===== config.mk =====
export PLATFORM = sky130hd
export DESIGN_NAME = cycle_sequencer
export DESIGN_NICKNAME = d
export VERILOG_FILES = /design/src/rtl/cpu_seq_pkg.sv /design/src/rtl/step_tick_gen.sv /design/src/rtl/cycle_sequencer.sv
export SDC_FILE = /design/constraint.sdc
export NUM_CORES = 1
export LEC_CHECK = 0
export CAP_MARGIN = 20
export CORE_MARGIN = 3
export CORE_UTILIZATION = 29
export DETAILED_ROUTE_END_ITERATION = 6
export GPL_TIMING_DRIVEN = 0
export MAX_ROUTING_LAYER = met4
export PLACE_DENSITY_LB_ADDON = 0.08
export SYNTH_ARGS = -nofsm -noshare
export SYNTH_HDL_FRONTEND = slang
export SYNTH_SLANG_ARGS = --single-unit

===== constraint.sdc =====
create_clock -name clk -period 5 [get_ports clk]
set_input_delay 1.25 -clock clk [delete_from_list [all_inputs] [get_ports clk]]
set_output_delay 1.25 -clock clk [all_outputs]
set_load 0.05 [all_outputs]

===== src/rtl/cpu_seq_pkg.sv =====
// Shared definitions for the multi-cycle instruction sequencer.
// State encodings and the default step divider.
package cpu_seq_pkg;

    localparam logic [31:0] STEP_DIV_DEFAULT = 32'd20000;

    typedef enum logic [2:0] {
        S_FETCH  = 3'd0,
        S_DECODE = 3'd1,
        S_EXEC   = 3'd2,
        S_MEM    = 3'd3,
        S_WB     = 3'd4,
        S_HALTED = 3'd5
    } seq_state_t;

endpackage


===== src/rtl/step_tick_gen.sv =====
// Step divider: one-clk tick every STEP_DIV clocks.
// Tick is masked while reset is held so no pulse leaks out.
module step_tick_gen #(
    parameter logic [31:0] STEP_DIV = 32'd20000
) (
    input  logic clk,
    input  logic reset,
    output logic tick
);

    logic [31:0] cnt;
    logic        at_end;

    assign at_end = (cnt == STEP_DIV - 32'd1);
    assign tick   = at_end & ~reset;

    // Free-running divide counter, wraps to zero on the tick cycle
    always_ff @(posedge clk or posedge reset) begin
        if (reset) begin
            cnt <= 32'd0;
        end else if (at_end) begin
            cnt <= 32'd0;
        end else begin
            cnt <= cnt + 32'd1;
        end
    end

endmodule


===== src/rtl/cycle_sequencer.sv =====
// Multi-cycle CPU control sequencer: FETCH/DECODE/EXEC/MEM/WB/HALTED.
// State advances only on divider ticks; pulses coincide with that tick.
module cycle_sequencer
    import cpu_seq_pkg::*;
#(
    parameter logic [31:0] STEP_DIV = STEP_DIV_DEFAULT
) (
    input  logic        clk,
    input  logic        reset,
    input  logic        cont,
    input  logic        halt,
    input  logic        mem_rd,
    input  logic        mem_wr,
    input  logic        mem_ready,
    output logic        fetch_req,
    output logic        ir_load,
    output logic        exec_en,
    output logic        data_req,
    output logic        wb_en,
    output logic        pc_en,
    output logic        halted,
    output logic [2:0]  state,
    output logic [31:0] instr_count
);

    seq_state_t  state_q;
    seq_state_t  state_d;
    logic        halt_pend_q;
    logic        halt_pend_d;
    logic [31:0] count_q;
    logic        tick;

    step_tick_gen #(
        .STEP_DIV (STEP_DIV)
    ) u_tick (
        .clk   (clk),
        .reset (reset),
        .tick  (tick)
    );

    assign fetch_req   = (state_q == S_FETCH);
    assign data_req    = (state_q == S_MEM);
    assign halted      = (state_q == S_HALTED);
    assign state       = state_q;
    assign instr_count = count_q;

    // Next-state and tick-aligned pulse decode
    always_comb begin
        state_d     = state_q;
        halt_pend_d = halt_pend_q;
        ir_load     = 1'b0;
        exec_en     = 1'b0;
        wb_en       = 1'b0;
        pc_en       = 1'b0;
        case (state_q)
            S_FETCH: begin
                if (tick && mem_ready) begin
                    ir_load = 1'b1;
                    state_d = S_DECODE;
                end
            end
            S_DECODE: begin
                if (tick) state_d = S_EXEC;
            end
            S_EXEC: begin
                if (tick) begin
                    exec_en = 1'b1;
                    if (halt) halt_pend_d = 1'b1;
                    if (mem_rd || mem_wr) state_d = S_MEM;
                    else                  state_d = S_WB;
                end
            end
            S_MEM: begin
                if (tick && mem_ready) state_d = S_WB;
            end
            S_WB: begin
                if (tick) begin
                    wb_en = 1'b1;
                    if (halt_pend_q) begin
                        state_d = S_HALTED;
                    end else begin
                        pc_en   = 1'b1;
                        state_d = S_FETCH;
                    end
                end
            end
            S_HALTED: begin
                if (tick && cont) begin
                    pc_en       = 1'b1;
                    halt_pend_d = 1'b0;
                    state_d     = S_FETCH;
                end
            end
            default: state_d = S_FETCH;
        endcase
    end

    // State and halt-pending registers
    always_ff @(posedge clk or posedge reset) begin
        if (reset) begin
            state_q     <= S_FETCH;
            halt_pend_q <= 1'b0;
        end else begin
            state_q     <= state_d;
            halt_pend_q <= halt_pend_d;
        end
    end

    // Retired-instruction counter, bumps on the WB tick
    always_ff @(posedge clk or posedge reset) begin
        if (reset) begin
            count_q <= 32'd0;
        end else if (tick && state_q == S_WB) begin
            count_q <= count_q + 32'd1;
        end
    end

endmodule


Word level (Yosys, flattened, before mapping)
Index checks and enable logic that the tools add are counted.
Storage, ports and cells
  register bits after elaboration: 68
  word-level logic and storage cells: 52
  output and inout bits: 42
  bits of input ports: 7
Operators by class
  reductions and logical operators: 8
  add/subtract/negate cells: 2
  bitwise operators: 2
  multiplexer cells: 23
  equal/unequal tests: 13
Operators by type and width (number)
  32-bit by 1-bit adder with 32-bit output (second input constant): 2
  32-bit by 15-bit equality test with 1-bit output (second input constant): 1
  32-bit two-way mux: 1
  3-bit two-way mux: 8
  3-bit case mux with 6 select lines: 1
  1-bit two-way mux: 11
  2-bit != test (second input constant): 4
  3-bit by 2-bit equality test with 1-bit output (second input constant): 2
  3-bit equality test (second input constant): 2
  2-bit by 1-bit != test with 1-bit output (second input constant): 3
  6-bit AND reduction: 1
  1-bit case mux with 2 select lines: 2
  4-bit AND reduction: 1
  3-bit by 1-bit equality test with 1-bit output (second input constant): 1
  1-bit logical AND: 3
  3-bit logical NOT: 1
  2-bit nonzero test: 1
  1-bit bitwise AND: 1
  1-bit logical OR: 1
  1-bit NOT: 1

Depth between registers and ports, before layout
Gate-level depths: netlist of run 1.
  word-level depth: 5
  depth in mapped cells: 7
  gate-level depth less buffers: 6

Cells and area by module
A second synthesis of run 1 with hierarchy kept.
Unflattened totals
  cells, all modules: 323
  area total of the unflattened synthesis: 3433.3 um^2
Modules (own cells, without submodules)
  cycle_sequencer: area each 1841.8 um^2, times used 1, cells each 170, seq. area each 900.9 um^2
  step_tick_gen: area each 1591.5 um^2, times used 1, cells each 153, seq. area each 800.8 um^2

Worst setup path after synthesis of run 1
No wires, ideal clock.
  path type: in2out
  from: input port reset
  to: output port ir_load
  arrival time: 3.420 ns
  setup slack: 0.330 ns
  data required time: 3.750 ns
  stages on the path: 3
  path buffers: 1
  cells stage by stage: or4_1 -> clkbuf_1 -> nor4_1
On the way
  word-level cells in the longest chain between the ends: 5
RTL lines
  start: declaration: RTL line cycle_sequencer.sv:9  | input logic reset,
  1-bit NOT: RTL line step_tick_gen.sv:15  | assign tick = at_end & ~reset;
  1-bit bitwise AND: RTL line step_tick_gen.sv:15
  1-bit logical AND: RTL line cycle_sequencer.sv:57  | if (tick && mem_ready) begin
  1-bit two-way mux: RTL line cycle_sequencer.sv:57
  1-bit two-way mux: RTL line cycle_sequencer.sv:55  | case (state_q)
  end: declaration: RTL line cycle_sequencer.sv:16  | output logic ir_load,
Every way passes these cells.

Worst setup path in the final report of run 1
Same ends and word-level chain as after synthesis.

==> results of run 1 <==
## layout by cell type (no fill, tap or decap), drive strengths merged, types with 13 or more instances in the layout
cell,count
nor4,13
xnor2,47
nand3,29
dfrtp,68
nand2,24
clkbuf,17
nor2,23
xor2,14
nand4,22
clkdlybuf4s50,48
## power by group through the flow
stage | registers (uW) | clock network (uW) | logic [uW]
finish | 552 | 744 | 39.9
global route | 552 | 787 | 44.4
CTS | 552 | 765 | 41.1
detailed placement | 562 | 0 | 41.0
global placement | 562 | 0 | 38.7
floorplan | 565 | 0 | 20.2
## flip-flops by register name, indices dropped and copies added, names as in the netlist
signal / count
state: 3
halt_pend_q: 1
instr_count: 32
u_tick.cnt: 32
## critical path, cell delays in order
cell	delay (ps)
clkdlybuf4s50_1	530
or4_1	550
clkbuf_1	190
nor4_1	250
clkdlybuf4s50_1	850
## path summary, 6_finish.rpt
kind / from / endpoint / slack (ps)
worst max-delay path: reset / ir_load / 130
worst min-delay path: instr_count[31] / instr_count[31] / 480
worst max register to register: u_tick.cnt[0] / instr_count[1] / 2620
worst min register to register: instr_count[31] / instr_count[31] / 480
max in group asynchronous: reset / instr_count[17] / 3030
min in group asynchronous: reset / u_tick.cnt[12] / 1430
## cells by family (layout without fill, tap and decap cells)
| family | after synthesis | in the layout | synth area share, % |
|---|---|---|---|
| flip-flops | 68 | 68 | 50.3 |
| multiplexers | 2 | 2 | 0.666 |
| adder cells (fa/ha/maj) | 2 | 2 | 0.740 |
| AND/OR/NAND/NOR | 157 | 157 | 28.3 |
| XOR/XNOR | 61 | 61 | 15.8 |
| buffers and inverters | 14 | 80 | 1.66 |
| AO/OA/AOI/OAI | 13 | 13 | 2.55 |
## area by class of cell
cell class | instances | area (um^2) | area share, %
flip-flops and latches | 68 | 1700 | 38.5
multi-input cells | 235 | 1620 | 36.8
repair buffers | 50 | 505 | 11.4
clock buffers | 12 | 256 | 5.81
well taps | 140 | 175 | 3.97
clock inverters | 4 | 95.1 | 2.15
plain buffers | 7 | 30.0 | 0.680
inverters | 7 | 28.8 | 0.652
## stage by stage
step / setup WS, ps / hold WS, ps / util (%) / instance area (um^2) / instances
2_1_floorplan: 330 / 455 / - / 3380 / 317
4_1_cts: 131 / 487 / 39.7 / 4410 / 522
3_5_place_dp: 162 / 474 / 36.5 / 4060 / 506
5_1_grt: 41.2 / 501 / 39.7 / 4420 / 523
6_report: 133 / 481 / 39.7 / 4420 / 523
3_3_place_gp: 145 / 464 / 36.3 / 4040 / 505
## layer usage
metal | GRT usage [%] | wire, um | up-vias
li1 | - | - | 1251
met1 | 18.6 | 3960 | 1241
met2 | 18.7 | 3410 | 41
met3 | 2.55 | 253 | 11
met4 | 4.99 | 134 | 0
met5 | - | 0 | -
==> impl_metrics.csv, run 1 <==
group,metric,value,unit
pwr,p_seq_share,41.3,%
sta,hold_viol_final,0,
clock_network,clock-sinks,68,
worst_setup_path,cp_data_required_time,3750,ps
placement,portBuffers,48,
floorplan,die-area,13000,um^2
sta,clock-skew-final,9.47,ps
sta,fin_crit,4870,ps
worst_setup_path,worstPathArrival,3620,ps
routing,wl_per_cell,14.8,um
routing,dr.pass1.iters,5,
floorplan,std_cell_rows,38,
global_routing,grt_antenna_before_repair,0,
routing,drc,0,
outcome,outcome,"complete, no violations",
pwr,clkPwrFrac,55.7,%
global_routing,grt_pass1_wl,13.4,mm
layout,final_layout_size_suffix_gt1_share,8.88,%
logic_synthesis,synth.distinct_cells,40,
logic_synthesis,ys_seq_area_share,50.3,%
clock_network,ctsResizeCount,0,
logic_synthesis,synthDominantCellAreaShare,50.3,%
sta,max-slew-margin-rel,47.2,%
floorplan,die_x,114,um
pwr,total_power,1340,uW
logic_synthesis,synthesis.area,3380,um^2
layout,fin_nets,387,
routing,vias,2544,
worst_setup_path,ff2ff_path_depth,6,
placement,gp_congestion,0.820,
pwr,leakagePower,0.00185,uW
floorplan,die_y,114,um
logic_synthesis,async_flop_share,100,%
sta,fin_crit_sh,97.3,%
global_routing,grt_usage,13.2,%
logic_synthesis,synthFlopType,"dfrtp_1",
sta,grt_setup_unrepaired,"no",
logic_synthesis,avgSynthCellArea,10.7,um^2
clock_network,cts_buffers,9,
hold_path,hp-class,"reg -> reg",
sta,slew_viol_final,0,
worst_setup_path,worstSetupEndpointType,"output pin",
floorplan,core,11100,um^2
clock_network,cts_max_level,3,
logic_synthesis,ys_ff_latch,68,
worst_setup_path,setup.worst_path.class,"in -> out",
sta,setup_violations,0,
logic_synthesis,synth_area_leader_cell,"dfrtp_1",
placement,dp_hpwl,5.51,mm
logic_synthesis,ys_warn_count,0,
global_routing,first_global_vias,2615,
worst_setup_path,cp-start-kind,"input pin",
logic_synthesis,synth_edf_count,0,
routing,drt_wl_total,7.76,mm
worst_setup_path,cp_max_fo,6,
global_routing,grt_overflow,0,
clock_network,insertion_delay,330,ps
global_routing,grt_max_degree,36,
sta,timing.fmax,205,MHz
clock_network,cts_tree,"done",
layout,antennaDiodeCount,0,
pwr,vdd_drop_max,0.134,mV
pwr,swShare,19.3,%
logic_synthesis,synth_cells,317,
pwr,p_int,1080,uW
logic_synthesis,synthesis.nets,326,
hold_path,min_path_cells,1,
pwr,p_comb_share,3.0,%
clock_network,clockRootBuffer,"clkbuf_16",
routing,ant_nets,0,
sta,setup_tns,0,ps
routing,viasPerCell,4.86,
logic_synthesis,synthTopCellsByCount,"dfrtp_1 (68), xnor2_1 (47), nand3_1 (28), nand2_1 (24), nor2_1 (23)",
clock_network,clk_path_buf_depth,2,
pwr,power_density,303,nW/um^2
logic_synthesis,ys_top_cells_by_area,"dfrtp_1 (50%), xnor2_1 (12%), nand3_1 (4.1%)",
floorplan,io_pins,49,
routing,drt-initial-drc-count,158,
run,max_cap_viol_count,0,
clock_network,post_cts.repair.setup_buffers,0,
logic_synthesis,synth_most_common_cell,"dfrtp_1",
layout,nFillCells,1114,
clock_network,ctsHoldBuffers,0,
layout,area_delta_synth_final,30.6,%
sta,worst_slew_pin_slew,785,ps
pwr,switchingPower,258,uW
floorplan,start_util,30.4,%
clock_network,path_clk_slew,60,ps
Note: power is estimated with default switching activity, not from simulation.
==> inputs of run 2 (changes only) <==
CELL_PAD_IN_SITES_DETAIL_PLACEMENT = 1   (was not set)
CELL_PAD_IN_SITES_GLOBAL_PLACEMENT = 1   (was not set)
==> impl_metrics.csv, run 2 (same netlist as run 1, synthesis figures left out) <==
group,metric,value,unit
outcome,outcome,"complete, no violations",
sta,fin_crit,4850,ps
worst_setup_path,worstPathArrival,3600,ps
sta,worst_slew_pin_slew,782,ps
floorplan,core,11100,um^2
routing,viasPerCell,4.97,
layout,area_delta_synth_final,29.3,%
sta,fin_crit_sh,97.0,%
pwr,leakagePower,0.00185,uW
worst_setup_path,setup.worst_path.class,"in -> out",
sta,max-slew-margin-rel,47.4,%
routing,drt_wl_total,8.42,mm
routing,ant_nets,0,
worst_setup_path,cp-start-kind,"input pin",
routing,wl_per_cell,16.1,um
floorplan,die_y,114,um
routing,drc,0,
sta,timing.fmax,206,MHz
pwr,clkPwrFrac,52.2,%
global_routing,grt_max_degree,40,
run,max_cap_viol_count,0,
placement,dp_hpwl,6.02,mm
routing,vias,2601,
clock_network,insertion_delay,340,ps
sta,clock-skew-final,7.68,ps
sta,setup_violations,0,
layout,fin_nets,387,
clock_network,path_clk_slew,60,ps
pwr,swShare,21.4,%
layout,final_area,4370,um^2
clock_network,cts_buffers,9,
worst_setup_path,worstSetupEndpointType,"output pin",
pwr,p_comb_share,3.3,%
layout,antennaDiodeCount,0,
placement,portBuffers,48,
worst_setup_path,cp_max_fo,6,
sta,slew_viol_final,0,
clock_network,ctsHoldBuffers,0,
layout,final_layout_size_suffix_gt1_share,8.88,%
floorplan,start_util,30.4,%
clock_network,clk_path_buf_depth,2,
pwr,p_seq_share,44.5,%
placement,place_inst,506,
routing,dr.pass1.iters,4,
pwr,power_density,284,nW/um^2
sta,hold_viol_final,0,
layout,layout_commonest_cell,"dfrtp_1",
global_routing,first_global_vias,2710,
global_routing,grt_pass1_wl,14.2,mm
routing,drt-initial-drc-count,113,
global_routing,grt_usage,14.3,%
global_routing,grt_antenna_before_repair,0,
placement,placed_cell_area,4060,um^2
sta,grt_setup_unrepaired,"no",
floorplan,die-area,13000,um^2
sta,setup_tns,0,ps
clock_network,cts_max_level,3,
pwr,vdd_drop_max,0.168,mV
pwr,p_int,976,uW
clock_network,cts_tree,"done",
placement,gp_congestion,0.744,
layout,mostFrequentLayoutCells,"dfrtp_1 (68), xnor2_1 (47), clkdlybuf4s50_1 (47), nand3_1 (28), nand2_1 (24)",
pwr,switchingPower,265,uW
global_routing,grt_overflow,0,
floorplan,die_x,114,um
worst_setup_path,cp_data_required_time,3750,ps
hold_path,hp-class,"reg -> reg",
layout,instances_no_fill,523,
clock_network,clockRootBuffer,"clkbuf_16",
floorplan,std_cell_rows,38,
clock_network,clock-sinks,68,
floorplan,io_pins,49,
-- run 2: power groups by stage --
| stage | sequential, uW | clock [uW] | combinational (uW) |
|---|---|---|---|
| after floorplan | 565 | 0 | 20.2 |
| after global placement | 562 | 0 | 39.1 |
| after detailed placement | 562 | 0 | 41.5 |
| after CTS | 552 | 672 | 41.9 |
| after global routing | 552 | 695 | 45.1 |
| final | 553 | 648 | 40.4 |
-- run 2: worst max-delay path, cell delays in order --
cell and delay [ps]:
clkdlybuf4s50_1 530, or4_1 570, clkbuf_1 190, nor3_1 220
clkdlybuf4s50_1 840
-- run 2: path summary, 6_finish.rpt --
path,startpoint,to,slack (ps),cells past startpoint
worst max-delay path,reset,exec_en,150,5
worst min-delay path,instr_count[29],instr_count[29],480,1
worst max register to register,u_tick.cnt[25],instr_count[1],2590,5
worst min register to register,instr_count[29],instr_count[29],480,1
max in group asynchronous,reset,u_tick.cnt[19],3040,3
min in group asynchronous,reset,halt_pend_q,1400,2
-- run 2: layer usage --
layer | routed length (um) | up-vias | share of wire [%] | track usage [%]
met3 | 297 | 10 | 3.5 | 3.55
li1 | - | 1253 | - | -
met1 | 4320 | 1297 | 51 | 19.8
met2 | 3680 | 41 | 44 | 20.2
met5 | 0 | - | 0 | -
met4 | 117 | 0 | 1.4 | 5.23
-- run 2: cell type report --
| cell class | count | area (um^2) |
|---|---|---|
| Tap cell | 140 | 175 |
| Buffer | 7 | 30.0 |
| Clock buffer | 12 | 256 |
| Multi-Input combinational cell | 235 | 1620 |
| Inverter | 7 | 28.8 |
| Timing Repair Buffer | 50 | 508 |
| Clock inverter | 4 | 47.5 |
| Fill cell | 1268 | 6750 |
| Sequential cell | 68 | 1700 |
-- run 2: repair_timing --
| action | CTS | global route |
|---|---|---|
| endpoints found under the hold margin | 0 | 0 |
| buffers inserted | 0 | 0 |
| gates resized for setup | 0 | 1 |
| setup endpoints to repair | 0 | 1 |
-- run 2: through the flow --
step,power [uW],setup slack [ps],hold WS [ps],util (%)
after floorplan,585,330,455,-
after global placement,601,97.9,467,36.3
after detailed placement,604,39.3,477,36.5
after CTS,1270,12.0,489,39.2
after global routing,1290,1.64,520,39.3
final,1240,149,481,39.3
==> inputs of run 3 (changes only) <==
SETUP_SLACK_MARGIN = 0.05   (was not set)
SYNTH_HIERARCHICAL = 1   (was not set)
==> impl_metrics.csv, run 3 <==
group,metric,value,unit
logic_synthesis,ys_ff_latch,68,
global_routing,grt_overflow,0,
routing,drt-initial-drc-count,140,
clock_network,cts_tree,"done",
floorplan,die-area,13200,um^2
placement,portBuffers,48,
logic_synthesis,ys_seq_area_share,49.6,%
routing,viasPerCell,5.03,
sta,fin_crit_sh,91.5,%
worst_setup_path,r2r_slack,1640,ps
floorplan,core,11500,um^2
sta,worst_slew_pin_slew,1030,ps
worst_setup_path,slowest_stage,"or4_1",
sta,clock-skew-final,8.29,ps
sta,setup_violations,0,
logic_synthesis,avgSynthCellArea,10.6,um^2
pwr,leakagePower,0.00198,uW
clock_network,insertion_delay,350,ps
clock_network,cts_max_level,3,
routing,drt_wl_total,8.39,mm
global_routing,grt_antenna_before_repair,0,
sta,grt_setup_unrepaired,"no",
sta,max-slew-margin-rel,30.8,%
layout,area_delta_synth_final,30.6,%
routing,dr.pass1.iters,4,
layout,final_layout_size_suffix_gt1_share,10.8,%
floorplan,std_cell_rows,39,
layout,seqCellArea,1700,um^2
worst_setup_path,r2r_end,"instr_count[15]",
worst_setup_path,cp_max_fo,9,
global_routing,grt_usage,14.6,%
placement,gp_congestion,0.773,
layout,final_util,38.9,%
hold_path,hold_end,"instr_count[31]",
pwr,power_density,296,nW/um^2
worst_setup_path,worst-path-buf-inv,3,
layout,layout_commonest_cell,"dfrtp_1",
floorplan,io_pins,49,
worst_setup_path,cp_data_required_time,3750,ps
layout,antennaDiodeCount,0,
worst_setup_path,cp-start-kind,"flip-flop",
layout,multi_input_area,1640,um^2
placement,dp_hpwl,6.08,mm
run,max_cap_viol_count,0,
worst_setup_path,worstSetupEndpointType,"output pin",
sta,timing.fmax,219,MHz
sta,hold_viol_final,0,
sta,fin_hold_ws,481,ps
global_routing,first_global_vias,2841,
clock_network,clock-sinks,68,
logic_synthesis,synth_area_leader_cell,"dfrtp_1",
clock_network,cts_buffers,9,
logic_synthesis,async_flop_share,100,%
clock_network,clk_path_buf_depth,2,
worst_setup_path,worstPathArrival,3330,ps
logic_synthesis,synth_most_common_cell,"dfrtp_1",
global_routing,grt_max_degree,37,
hold_path,min_path_cells,1,
layout,mostFrequentLayoutCells,"dfrtp_1 (68), xnor2_1 (47), clkdlybuf4s50_1 (44), nand3_1 (27), nand4_1 (26)",
hold_path,hold_start,"instr_count[31]",
clock_network,clockRootBuffer,"clkbuf_16",
worst_setup_path,critical_path_depth,9,
routing,drc,0,
worst_setup_path,crit_family,"simple AND/OR/NAND/NOR gates",
worst_setup_path,crit_chain,"ha_1 > nand4_1 > or4_1 > nor4_1 > buf_4 > nand4bb_4 > buf_6 > o21ai_0 > dlygate4sd2_1",
logic_synthesis,synth.distinct_cells,47,
outcome,outcome,"complete, no violations",
worst_setup_path,critPathMaxStageDelay,620,ps
routing,ant_nets,0,
logic_synthesis,synthDominantCellAreaShare,49.6,%
pwr,vdd_drop_max,0.278,mV
routing,vias,2672,
logic_synthesis,synth_cells,323,
worst_setup_path,setup.worst_path.class,"reg -> out",
floorplan,die_x,115,um
global_routing,grt_pass1_wl,14.6,mm
sta,fin_crit,4580,ps
clock_network,path_clk_slew,60,ps
logic_synthesis,ys_top_cells_by_area,"dfrtp_1 (50%), xnor2_1 (12%), nand4_1 (4.7%)",
worst_setup_path,ff2ff_path_depth,10,
layout,fin_nets,392,
sta,setup_tns,0,ps
hold_path,hp-class,"reg -> reg",
logic_synthesis,synthTopCellsByCount,"dfrtp_1 (68), xnor2_1 (47), nand3_1 (27), nand4_1 (26), nand2_1 (22)",
logic_synthesis,synth_edf_count,0,
logic_synthesis,ys_warn_count,6,
worst_setup_path,reg2reg_from,"u_tick/cnt[0]",
floorplan,start_util,29.8,%
logic_synthesis,synthFlopType,"dfrtp_1",
floorplan,die_y,115,um
logic_synthesis,synthesis.area,3430,um^2
logic_synthesis,synthesis.nets,332,
sta,slew_viol_final,0,
layout,nFillCells,1287,
routing,wl_per_cell,15.8,um
[run 3: layout make-up]
class	count	share of cell area (%)
clock buffers	10	5.33
inverters	8	0.670
multi-input cells	235	36.6
repair buffers	49	11.5
clock inverters	6	2.48
well taps	143	3.99
flip-flops and latches	68	38.0
plain buffers	12	1.51
[run 3: repair_timing]
item	CTS	global route
hold buffers	0	0
resized for setup	1	3
buffers inserted	0	0
endpoints found under the setup margin	1	3
[run 3: worst max path at each step]
stage | from | to | slack [ps]
floorplan | u_tick/cnt[22] | pc_en | 560
global placement | reset | pc_en | 170
detailed placement | reset | pc_en | 180
CTS | u_tick/cnt[0] | wb_en | 100
global route | u_tick/cnt[0] | pc_en | 110
finish | u_tick/cnt[0] | pc_en | 420
[run 3: power by group]
part,total [uW],internal (uW),switching (uW)
clock network,750,500,249
logic,25.8,8.89,16.9
registers,551,551,0.482
total,1330,1060,267
[run 3: layer usage]
metal / track usage, % / wire [um]
met1: 17.9 / 3900
met2: 22.5 / 3980
met3: 4.05 / 342
met4: 6.89 / 174
met5: - / 0
[run 3: cells by family after synthesis]
group / count (synthesis) / share of synthesized area [%]
buffers and inverters: 20 / 2.84
adder cells (fa/ha/maj): 2 / 0.729
multiplexers: 1 / 0.328
XOR/XNOR: 60 / 15.5
AND/OR/NAND/NOR: 156 / 28.0
AO/OA/AOI/OAI: 16 / 2.99
flip-flops: 68 / 49.6
[run 3: per-stage QoR]
| stage | cells | power [uW] | setup WS, ps | area [um^2] |
|---|---|---|---|---|
| after floorplan | 323 | 574 | 563 | 3430 |
| after global placement | 514 | 586 | 173 | 4090 |
| after detailed placement | 515 | 589 | 183 | 4130 |
| after CTS | 531 | 1360 | 101 | 4480 |
| after global routing | 531 | 1370 | 113 | 4480 |
| final | 531 | 1330 | 424 | 4480 |
